==> src/rtl/cc_pkg.sv <==
// Shared constants and helpers for the colour-correction stage.
// WIDTH/FRAC fix the channel and coefficient formats. ACC_W holds a three-term
// Q8 dot product plus bias and rounding constant without overflow.
// sat_shift drops the fraction with an arithmetic shift and clamps to the channel range.
package cc_pkg;

    localparam int unsigned WIDTH = 16;
    localparam int unsigned FRAC  = 8;
    localparam int unsigned ACC_W = 2 * WIDTH + 3;

    localparam int SAT_MAX = 32767;
    localparam int SAT_MIN = -32768;

    // Floor shift; the +0.5 added upstream turns this into round-half-up.
    function automatic logic signed [WIDTH-1:0] sat_shift(input logic signed [ACC_W-1:0] acc);
        logic signed [ACC_W-1:0] sh;
        sh = acc >>> FRAC;
        if (sh > ACC_W'(SAT_MAX)) begin
            return WIDTH'(SAT_MAX);
        end else if (sh < ACC_W'(SAT_MIN)) begin
            return WIDTH'(SAT_MIN);
        end
        return sh[WIDTH-1:0];
    endfunction

endpackage

==> src/rtl/color_correct_stream_if.sv <==
// Pixel stream bundle for the colour-correction stage.
// Input side:  in_valid/in_ready handshake, in_r/in_g/in_b signed channels, in_last tag.
// Output side: out_valid/out_ready handshake, out_c0..2 signed channels, out_last tag.
// slave  - the view used by the colour-correction stage itself.
// master - the view used by whatever feeds and drains it.
interface color_correct_stream_if;
    import cc_pkg::*;

    logic                    in_valid;
    logic                    in_ready;
    logic signed [WIDTH-1:0] in_r;
    logic signed [WIDTH-1:0] in_g;
    logic signed [WIDTH-1:0] in_b;
    logic                    in_last;

    logic                    out_valid;
    logic                    out_ready;
    logic signed [WIDTH-1:0] out_c0;
    logic signed [WIDTH-1:0] out_c1;
    logic signed [WIDTH-1:0] out_c2;
    logic                    out_last;

    modport slave (
        input  in_valid, in_r, in_g, in_b, in_last, out_ready,
        output in_ready, out_valid, out_c0, out_c1, out_c2, out_last
    );

    modport master (
        output in_valid, in_r, in_g, in_b, in_last, out_ready,
        input  in_ready, out_valid, out_c0, out_c1, out_c2, out_last
    );

endinterface

==> src/rtl/cc_row_mac.sv <==
// One output row of the colour matrix: c = sat((MA*r + MB*g + MC*b + BIAS<<FRAC + 0.5) >> FRAC).
// Ports:
//   clk, rst_n          clock, asynchronous active-low reset
//   en_s1/en_s2/en_s3   load enables for the multiply, sum and round/saturate registers
//   in_r/in_g/in_b      signed input channels
//   out_c               signed corrected channel, straight from the final register
// Valid/ready control lives in the parent; this block only moves data when told to.
module cc_row_mac
    import cc_pkg::*;
#(
    parameter logic signed [WIDTH-1:0] MA   = 16'sd0,
    parameter logic signed [WIDTH-1:0] MB   = 16'sd0,
    parameter logic signed [WIDTH-1:0] MC   = 16'sd0,
    parameter logic signed [WIDTH-1:0] BIAS = 16'sd0
) (
    input  logic                    clk,
    input  logic                    rst_n,
    input  logic                    en_s1,
    input  logic                    en_s2,
    input  logic                    en_s3,
    input  logic signed [WIDTH-1:0] in_r,
    input  logic signed [WIDTH-1:0] in_g,
    input  logic signed [WIDTH-1:0] in_b,
    output logic signed [WIDTH-1:0] out_c
);

    localparam int unsigned PW = 2 * WIDTH;

    // Bias is in output integer units, so it enters the accumulator already scaled.
    localparam logic signed [ACC_W-1:0] BIAS_ACC = ACC_W'(BIAS) <<< FRAC;
    localparam logic signed [ACC_W-1:0] RND      = ACC_W'(1) <<< (FRAC - 1);

    logic signed [PW-1:0]    p0_q, p1_q, p2_q;
    logic signed [ACC_W-1:0] acc_q;
    logic signed [WIDTH-1:0] c_q;

    always_ff @(posedge clk or negedge rst_n) begin
        if (!rst_n) begin
            p0_q  <= '0;
            p1_q  <= '0;
            p2_q  <= '0;
            acc_q <= '0;
            c_q   <= '0;
        end else begin
            if (en_s1) begin
                p0_q <= PW'(in_r) * PW'(MA);
                p1_q <= PW'(in_g) * PW'(MB);
                p2_q <= PW'(in_b) * PW'(MC);
            end
            if (en_s2) begin
                acc_q <= ACC_W'(p0_q) + ACC_W'(p1_q) + ACC_W'(p2_q) + BIAS_ACC + RND;
            end
            if (en_s3) begin
                c_q <= sat_shift(acc_q);
            end
        end
    end

    assign out_c = c_q;

endmodule

==> src/rtl/color_correct_stream.sv <==
// Colour-correction stage: fixed 3x3 signed Q8 matrix plus per-channel bias on RGB pixels.
// Three registered stages (multiply, sum, round/saturate) with a combinational ready chain.
// A stage advances when the one after it advances or is empty, so bubbles collapse.
// Ports:
//   clk, rst_n   clock, asynchronous active-low reset
//   bus          pixel stream (slave view): in_* accepted, out_* produced, last tag carried
module color_correct_stream
    import cc_pkg::*;
#(
    parameter logic signed [WIDTH-1:0] M00 = 16'sd410,
    parameter logic signed [WIDTH-1:0] M01 = -16'sd90,
    parameter logic signed [WIDTH-1:0] M02 = -16'sd64,
    parameter logic signed [WIDTH-1:0] M10 = -16'sd51,
    parameter logic signed [WIDTH-1:0] M11 = 16'sd358,
    parameter logic signed [WIDTH-1:0] M12 = -16'sd51,
    parameter logic signed [WIDTH-1:0] M20 = -16'sd26,
    parameter logic signed [WIDTH-1:0] M21 = -16'sd102,
    parameter logic signed [WIDTH-1:0] M22 = 16'sd384,
    parameter logic signed [WIDTH-1:0] B0  = 16'sd0,
    parameter logic signed [WIDTH-1:0] B1  = 16'sd0,
    parameter logic signed [WIDTH-1:0] B2  = 16'sd0
) (
    input logic                   clk,
    input logic                   rst_n,
    color_correct_stream_if.slave bus
);

    logic v1_q, v2_q, v3_q;
    logic last1_q, last2_q, last3_q;
    logic adv1, adv2, adv3;
    logic en1, en2, en3;

    always_comb begin
        adv3 = bus.out_ready || !v3_q;
        adv2 = adv3 || !v2_q;
        adv1 = adv2 || !v1_q;
        // Data registers only load when real data moves in, so idle outputs stay put.
        en1  = adv1 && bus.in_valid;
        en2  = adv2 && v1_q;
        en3  = adv3 && v2_q;
    end

    assign bus.in_ready  = adv1;
    assign bus.out_valid = v3_q;
    assign bus.out_last  = last3_q;

    always_ff @(posedge clk or negedge rst_n) begin
        if (!rst_n) begin
            v1_q    <= 1'b0;
            v2_q    <= 1'b0;
            v3_q    <= 1'b0;
            last1_q <= 1'b0;
            last2_q <= 1'b0;
            last3_q <= 1'b0;
        end else begin
            if (adv1) v1_q <= bus.in_valid;
            if (adv2) v2_q <= v1_q;
            if (adv3) v3_q <= v2_q;
            if (en1)  last1_q <= bus.in_last;
            if (en2)  last2_q <= last1_q;
            if (en3)  last3_q <= last2_q;
        end
    end

    cc_row_mac #(.MA(M00), .MB(M01), .MC(M02), .BIAS(B0)) u_row0 (
        .clk   (clk),
        .rst_n (rst_n),
        .en_s1 (en1),
        .en_s2 (en2),
        .en_s3 (en3),
        .in_r  (bus.in_r),
        .in_g  (bus.in_g),
        .in_b  (bus.in_b),
        .out_c (bus.out_c0)
    );

    cc_row_mac #(.MA(M10), .MB(M11), .MC(M12), .BIAS(B1)) u_row1 (
        .clk   (clk),
        .rst_n (rst_n),
        .en_s1 (en1),
        .en_s2 (en2),
        .en_s3 (en3),
        .in_r  (bus.in_r),
        .in_g  (bus.in_g),
        .in_b  (bus.in_b),
        .out_c (bus.out_c1)
    );

    cc_row_mac #(.MA(M20), .MB(M21), .MC(M22), .BIAS(B2)) u_row2 (
        .clk   (clk),
        .rst_n (rst_n),
        .en_s1 (en1),
        .en_s2 (en2),
        .en_s3 (en3),
        .in_r  (bus.in_r),
        .in_g  (bus.in_g),
        .in_b  (bus.in_b),
        .out_c (bus.out_c2)
    );

endmodule

==> src/flat_wrapper.sv <==
// flat-port wrapper written by rule: the top's interface ports become plain ports
module color_correct_stream_flat import cc_pkg::*;
#(
    parameter logic signed [WIDTH-1:0] M00 = 16'sd410,
    parameter logic signed [WIDTH-1:0] M01 = -16'sd90,
    parameter logic signed [WIDTH-1:0] M02 = -16'sd64,
    parameter logic signed [WIDTH-1:0] M10 = -16'sd51,
    parameter logic signed [WIDTH-1:0] M11 = 16'sd358,
    parameter logic signed [WIDTH-1:0] M12 = -16'sd51,
    parameter logic signed [WIDTH-1:0] M20 = -16'sd26,
    parameter logic signed [WIDTH-1:0] M21 = -16'sd102,
    parameter logic signed [WIDTH-1:0] M22 = 16'sd384,
    parameter logic signed [WIDTH-1:0] B0  = 16'sd0,
    parameter logic signed [WIDTH-1:0] B1  = 16'sd0,
    parameter logic signed [WIDTH-1:0] B2  = 16'sd0
)
  (clk, rst_n, bus_in_valid, bus_in_r, bus_in_g, bus_in_b, bus_in_last, bus_out_ready, bus_in_ready, bus_out_valid, bus_out_c0, bus_out_c1, bus_out_c2, bus_out_last);
  color_correct_stream_if bus_i ();
  input logic clk;
  input logic rst_n;
  input wire logic [$bits(bus_i.in_valid)-1:0] bus_in_valid;
  input wire logic [$bits(bus_i.in_r)-1:0] bus_in_r;
  input wire logic [$bits(bus_i.in_g)-1:0] bus_in_g;
  input wire logic [$bits(bus_i.in_b)-1:0] bus_in_b;
  input wire logic [$bits(bus_i.in_last)-1:0] bus_in_last;
  input wire logic [$bits(bus_i.out_ready)-1:0] bus_out_ready;
  output wire logic [$bits(bus_i.in_ready)-1:0] bus_in_ready;
  output wire logic [$bits(bus_i.out_valid)-1:0] bus_out_valid;
  output wire logic [$bits(bus_i.out_c0)-1:0] bus_out_c0;
  output wire logic [$bits(bus_i.out_c1)-1:0] bus_out_c1;
  output wire logic [$bits(bus_i.out_c2)-1:0] bus_out_c2;
  output wire logic [$bits(bus_i.out_last)-1:0] bus_out_last;
  assign bus_i.in_valid = bus_in_valid;
  assign bus_i.in_r = bus_in_r;
  assign bus_i.in_g = bus_in_g;
  assign bus_i.in_b = bus_in_b;
  assign bus_i.in_last = bus_in_last;
  assign bus_i.out_ready = bus_out_ready;
  assign bus_in_ready = bus_i.in_ready;
  assign bus_out_valid = bus_i.out_valid;
  assign bus_out_c0 = bus_i.out_c0;
  assign bus_out_c1 = bus_i.out_c1;
  assign bus_out_c2 = bus_i.out_c2;
  assign bus_out_last = bus_i.out_last;
  color_correct_stream #(.M00(M00), .M01(M01), .M02(M02), .M10(M10), .M11(M11), .M12(M12), .M20(M20), .M21(M21), .M22(M22), .B0(B0), .B1(B1), .B2(B2)) u_core (.clk(clk), .rst_n(rst_n), .bus(bus_i));
endmodule
==> config.mk <==
export PLATFORM = sky130hd
export DESIGN_NAME = color_correct_stream_flat
export DESIGN_NICKNAME = d
export VERILOG_FILES = /design/src/rtl/cc_pkg.sv /design/src/rtl/color_correct_stream_if.sv /design/src/rtl/cc_row_mac.sv /design/src/rtl/color_correct_stream.sv /design/src/flat_wrapper.sv
export SDC_FILE = /design/constraint.sdc
export NUM_CORES = 2
export LEC_CHECK = 0
export ABC_CLOCK_PERIOD_IN_PS = 3210
export BUFFER_PORTS_ARGS = -buffer_cell sky130_fd_sc_hd__buf_2
export CAP_MARGIN = 25
export CORE_ASPECT_RATIO = 0.6
export CORE_UTILIZATION = 43
export CTS_BUF_LIST = sky130_fd_sc_hd__clkbuf_16
export CTS_CLUSTER_DIAMETER = 100
export CTS_CLUSTER_SIZE = 28
export DETAILED_ROUTE_END_ITERATION = 6
export SYNTH_ARGS = -nofsm -noshare
export SYNTH_HDL_FRONTEND = slang
export SYNTH_SLANG_ARGS = --single-unit
==> constraint.sdc <==
create_clock -name clk -period 3.21 [get_ports clk]
set_input_delay 0 -clock clk [delete_from_list [all_inputs] [get_ports clk]]
set_output_delay 0 -clock clk [all_outputs]
set_load 0.1 [all_outputs]
==> results.py <==
metrics = {
    "cells_and_area": {
        "seq_area_um2": 7940,
        "final_util": 0.585,
        "fillers": 6558,
        "fin_nets": 5223,
        "multiInputGateArea_um2": 26100,
        "final_cell_mix": "buf_4 (645), inv_1 (491), ha_1 (432), nand2_1 (429), dfrtp_1 (310)",
        "drive_gt1_frac": 0.301,
        "mostFrequentLayoutCell": "buf_4",
        "area.growth.synth_to_final_pct": 34.3,
    },
    "timing": {
        "fin_ws_ps": -303,
        "hold_violations": 0,
        "clock_skew_ps": 45.0,
        "rsz0062_at_grt": "yes",
        "slew_violations": 0,
        "min_period_ps": 3510,
        "max_freq_mhz": 285,
        "fin_crit_sh": 1.09,
        "setup_viol": 64,
        "finalSetupTns_ps": -7850,
        "slew_headroom": 0.339,
        "max_slew.worst_pin.slew_ps": 989,
    },
    "placement": {
        "place_congestion": 0.941,
        "pre_cts_ws_ps": -965,
        "dp_hpwl_um": 80000,
        "portBuffers": 103,
    },
    "clock_network": {
        "htreeDepth": 1,
        "cts_tree": "yes",
        "clk_pin_slew_ps": 120,
        "clkSinkCount": 317,
        "clk_latency_ps": 570,
        "cts_buffers": 15,
        "clock_path_buffers": 3,
        "cts-root-buf": "clkbuf_16",
    },
    "global_route": {
        "grt_max_degree": 108,
        "overflow": 0,
        "grt_pass1_wl_um": 151000,
        "grt_pass1_vias": 26300,
        "grt_usage": 0.247,
        "antenna_found_initial": 8,
    },
    "yosys": {
        "yosys.area.top_type": "dfrtp_1",
        "ys_async_sr_fraction": 1.00,
        "synthFlopType": "dfrtp_1",
        "yosys-top-cells-area": "dfrtp_1 (24%), ha_1 (22%), fa_1 (16%)",
        "synth_edf_count": 0,
        "synth_warnings": 0,
        "synthesis.instances": 3561,
        "synth_area_um2": 33000,
        "seq_area_frac_synth": 0.240,
        "synth_top_area_frac": 0.240,
        "synth_nets": 4465,
        "syn_avg_cell_area_um2": 9.27,
        "ys_ff_latch": 317,
        "synth_cell_types": 80,
    },
    "detailed_routing": {
        "totalWireLength_um": 96600,
        "ant_nets": 0,
        "vias": 26800,
        "drtPass1Iterations": 5,
        "drc_errors": 0,
        "via_per_inst": 5.04,
        "drtIter0Drc": 1619,
        "wl_per_cell_um": 18.2,
    },
    "critical_path": {
        "max_stage_delay_ps": 580,
        "worstPathCellList": "fa_1 -> ha_4 -> ha_4 -> a2111oi_4 -> o21ai_2 -> a211oi_4 -> buf_6 -> o21ai_4 -> a221oi_2 -> nand2b_1 -> o31a_1 -> xnor2_2 -> o21ai_1",
        "cp_slowest_cell": "fa_1",
        "start_kind": "flip-flop",
        "worst_path_dominant_cell_family": "compound AO/OA/AOI/OAI gates",
        "worst-setup-path-type": "flip-flop to flip-flop",
        "cp.arrival_ps": 3960,
        "cp.required_ps": 3660,
        "crit_top_cell": "ha_4",
        "crit_buf_inv": 1,
        "cp-end-kind": "flip-flop",
        "crit_fanout": 3,
    },
    "hold_path": {
        "min_path_type": "input port to flip-flop",
    },
    "outcome": {
        "violations": "negative setup slack",
        "outcome": "finished with violations",
    },
    "floorplan": {
        "die_area_um2": 77900,
        "die_y_um": 217,
        "fp.dieW_um": 360,
        "core_um2": 75700,
        "num_io_pins": 104,
        "rows": 78,
        "start_util": 0.436,
    },
    "flow_run": {
        "cap_viol_max_count": 0,
    },
}
==> cell families after synthesis <==
kind of cell,synth area share
buffers and inverters,0.0709
multiplexers,0.00262
XOR/XNOR,0.0608
AND/OR/NAND/NOR,0.105
flip-flops,0.240
AO/OA/AOI/OAI,0.136
adder cells (fa/ha/maj),0.384
==> per-layer routing <==
metal	vias to the layer above	track usage	share of wire	routed length, um
met4	6	0.0261	0.011	1050
li1	13300	-	-	-
met1	12900	0.400	0.53	51200
met2	545	0.332	0.39	37400
met5	-	0	0.00035	34
met3	63	0.0602	0.072	6940
==> cells in the mapped netlist (37+ instances only) <==
cell type / instances
fa_1: 272
clkbuf_1: 69
xor2_1: 107
inv_1: 542
dfrtp_1: 317
nand3_1: 37
nand2_1: 438
a21o_1: 80
ha_1: 579
xnor2_1: 122
a21oi_1: 182
nor2_1: 156
o21ai_0: 283
==> repair_timing <==
item                                    4_1_cts  5_1_grt
cloned                                        0        0
pin swaps                                   242      222
hold buffers                                 18        1
buffers inserted                             35       31
endpoints found under the setup margin      106      111
resized for setup                           347      240
endpoints found under the hold margin       144        1
==> final cells by class <==
type | instances | area share
Clock inverter | 2 | 0.000649
Sequential cell | 317 | 0.179
Antenna cell | 3 | 0.000169
Inverter | 544 | 0.0470
Tap cell | 1000 | 0.0282
Multi-Input combinational cell | 2621 | 0.590
Timing Repair Buffer | 820 | 0.146
Clock buffer | 15 | 0.00847
==> worst min-delay path: cells and delay by family <==
kind	cells	cell delay, ps
adders and majority gates	1	140
and+or+nand+nor	2	90
buffers and inverters	3	280
==> registers in the layout (all words and copies together) (netlist names), 16 cells and up <==
register / count
u_core.u_row0.acc_q: 26
u_core.u_row0.p2_q: 25
u_core.u_row0.p1_q: 23
u_core.u_row1.p0_q: 23
u_core.u_row1.p2_q: 23
u_core.u_row0.p0_q: 22
u_core.u_row2.p1_q: 22
u_core.u_row1.acc_q: 21
u_core.u_row1.p1_q: 21
u_core.u_row2.acc_q: 20
u_core.u_row2.p0_q: 20
u_core.u_row2.p2_q: 17
u_core.u_row0.out_c: 16
u_core.u_row1.out_c: 16
u_core.u_row2.out_c: 16
==> path summary, 6_finish.rpt <==
check | from | endpoint | slack (ps) | depth (start not counted)
hold reg to reg | u_core.u_row0.out_c[15]$_DFFE_PN0P_ | u_core.u_row0.out_c[15]$_DFFE_PN0P_ | 480 | 2
setup reg to reg | u_core.u_row1.p2_q[3]$_DFFE_PN0P_ | u_core.u_row1.acc_q[26]$_DFFE_PN0P_ | -300 | 13
hold / removal | bus_in_r[1] | u_core.u_row2.p0_q[2]$_DFFE_PN0P_ | 10 | 6
min in group asynchronous | rst_n | u_core.u_row0.out_c[4]$_DFFE_PN0P_ | 20 | 2
max in group asynchronous | rst_n | u_core.u_row1.acc_q[17]$_DFFE_PN0P_ | 2220 | 3
setup / recovery | u_core.u_row1.p2_q[3]$_DFFE_PN0P_ | u_core.u_row1.acc_q[26]$_DFFE_PN0P_ | -300 | 13
==> per-stage QoR <==
step / cell area [um2] / std cells / hold WS, ps
finish: 44300 / 5322 / 10.5
global placement: 40500 / 5236 / 70.5
CTS: 43000 / 5300 / 2.55
global route: 44300 / 5320 / 23.9
floorplan: 34000 / 3561 / -296
detailed placement: 40500 / 5236 / 70.4
Power is left out: the tool's default activity adds up to more than one toggle a clock period on the data nets, which glitch-free logic cannot reach.
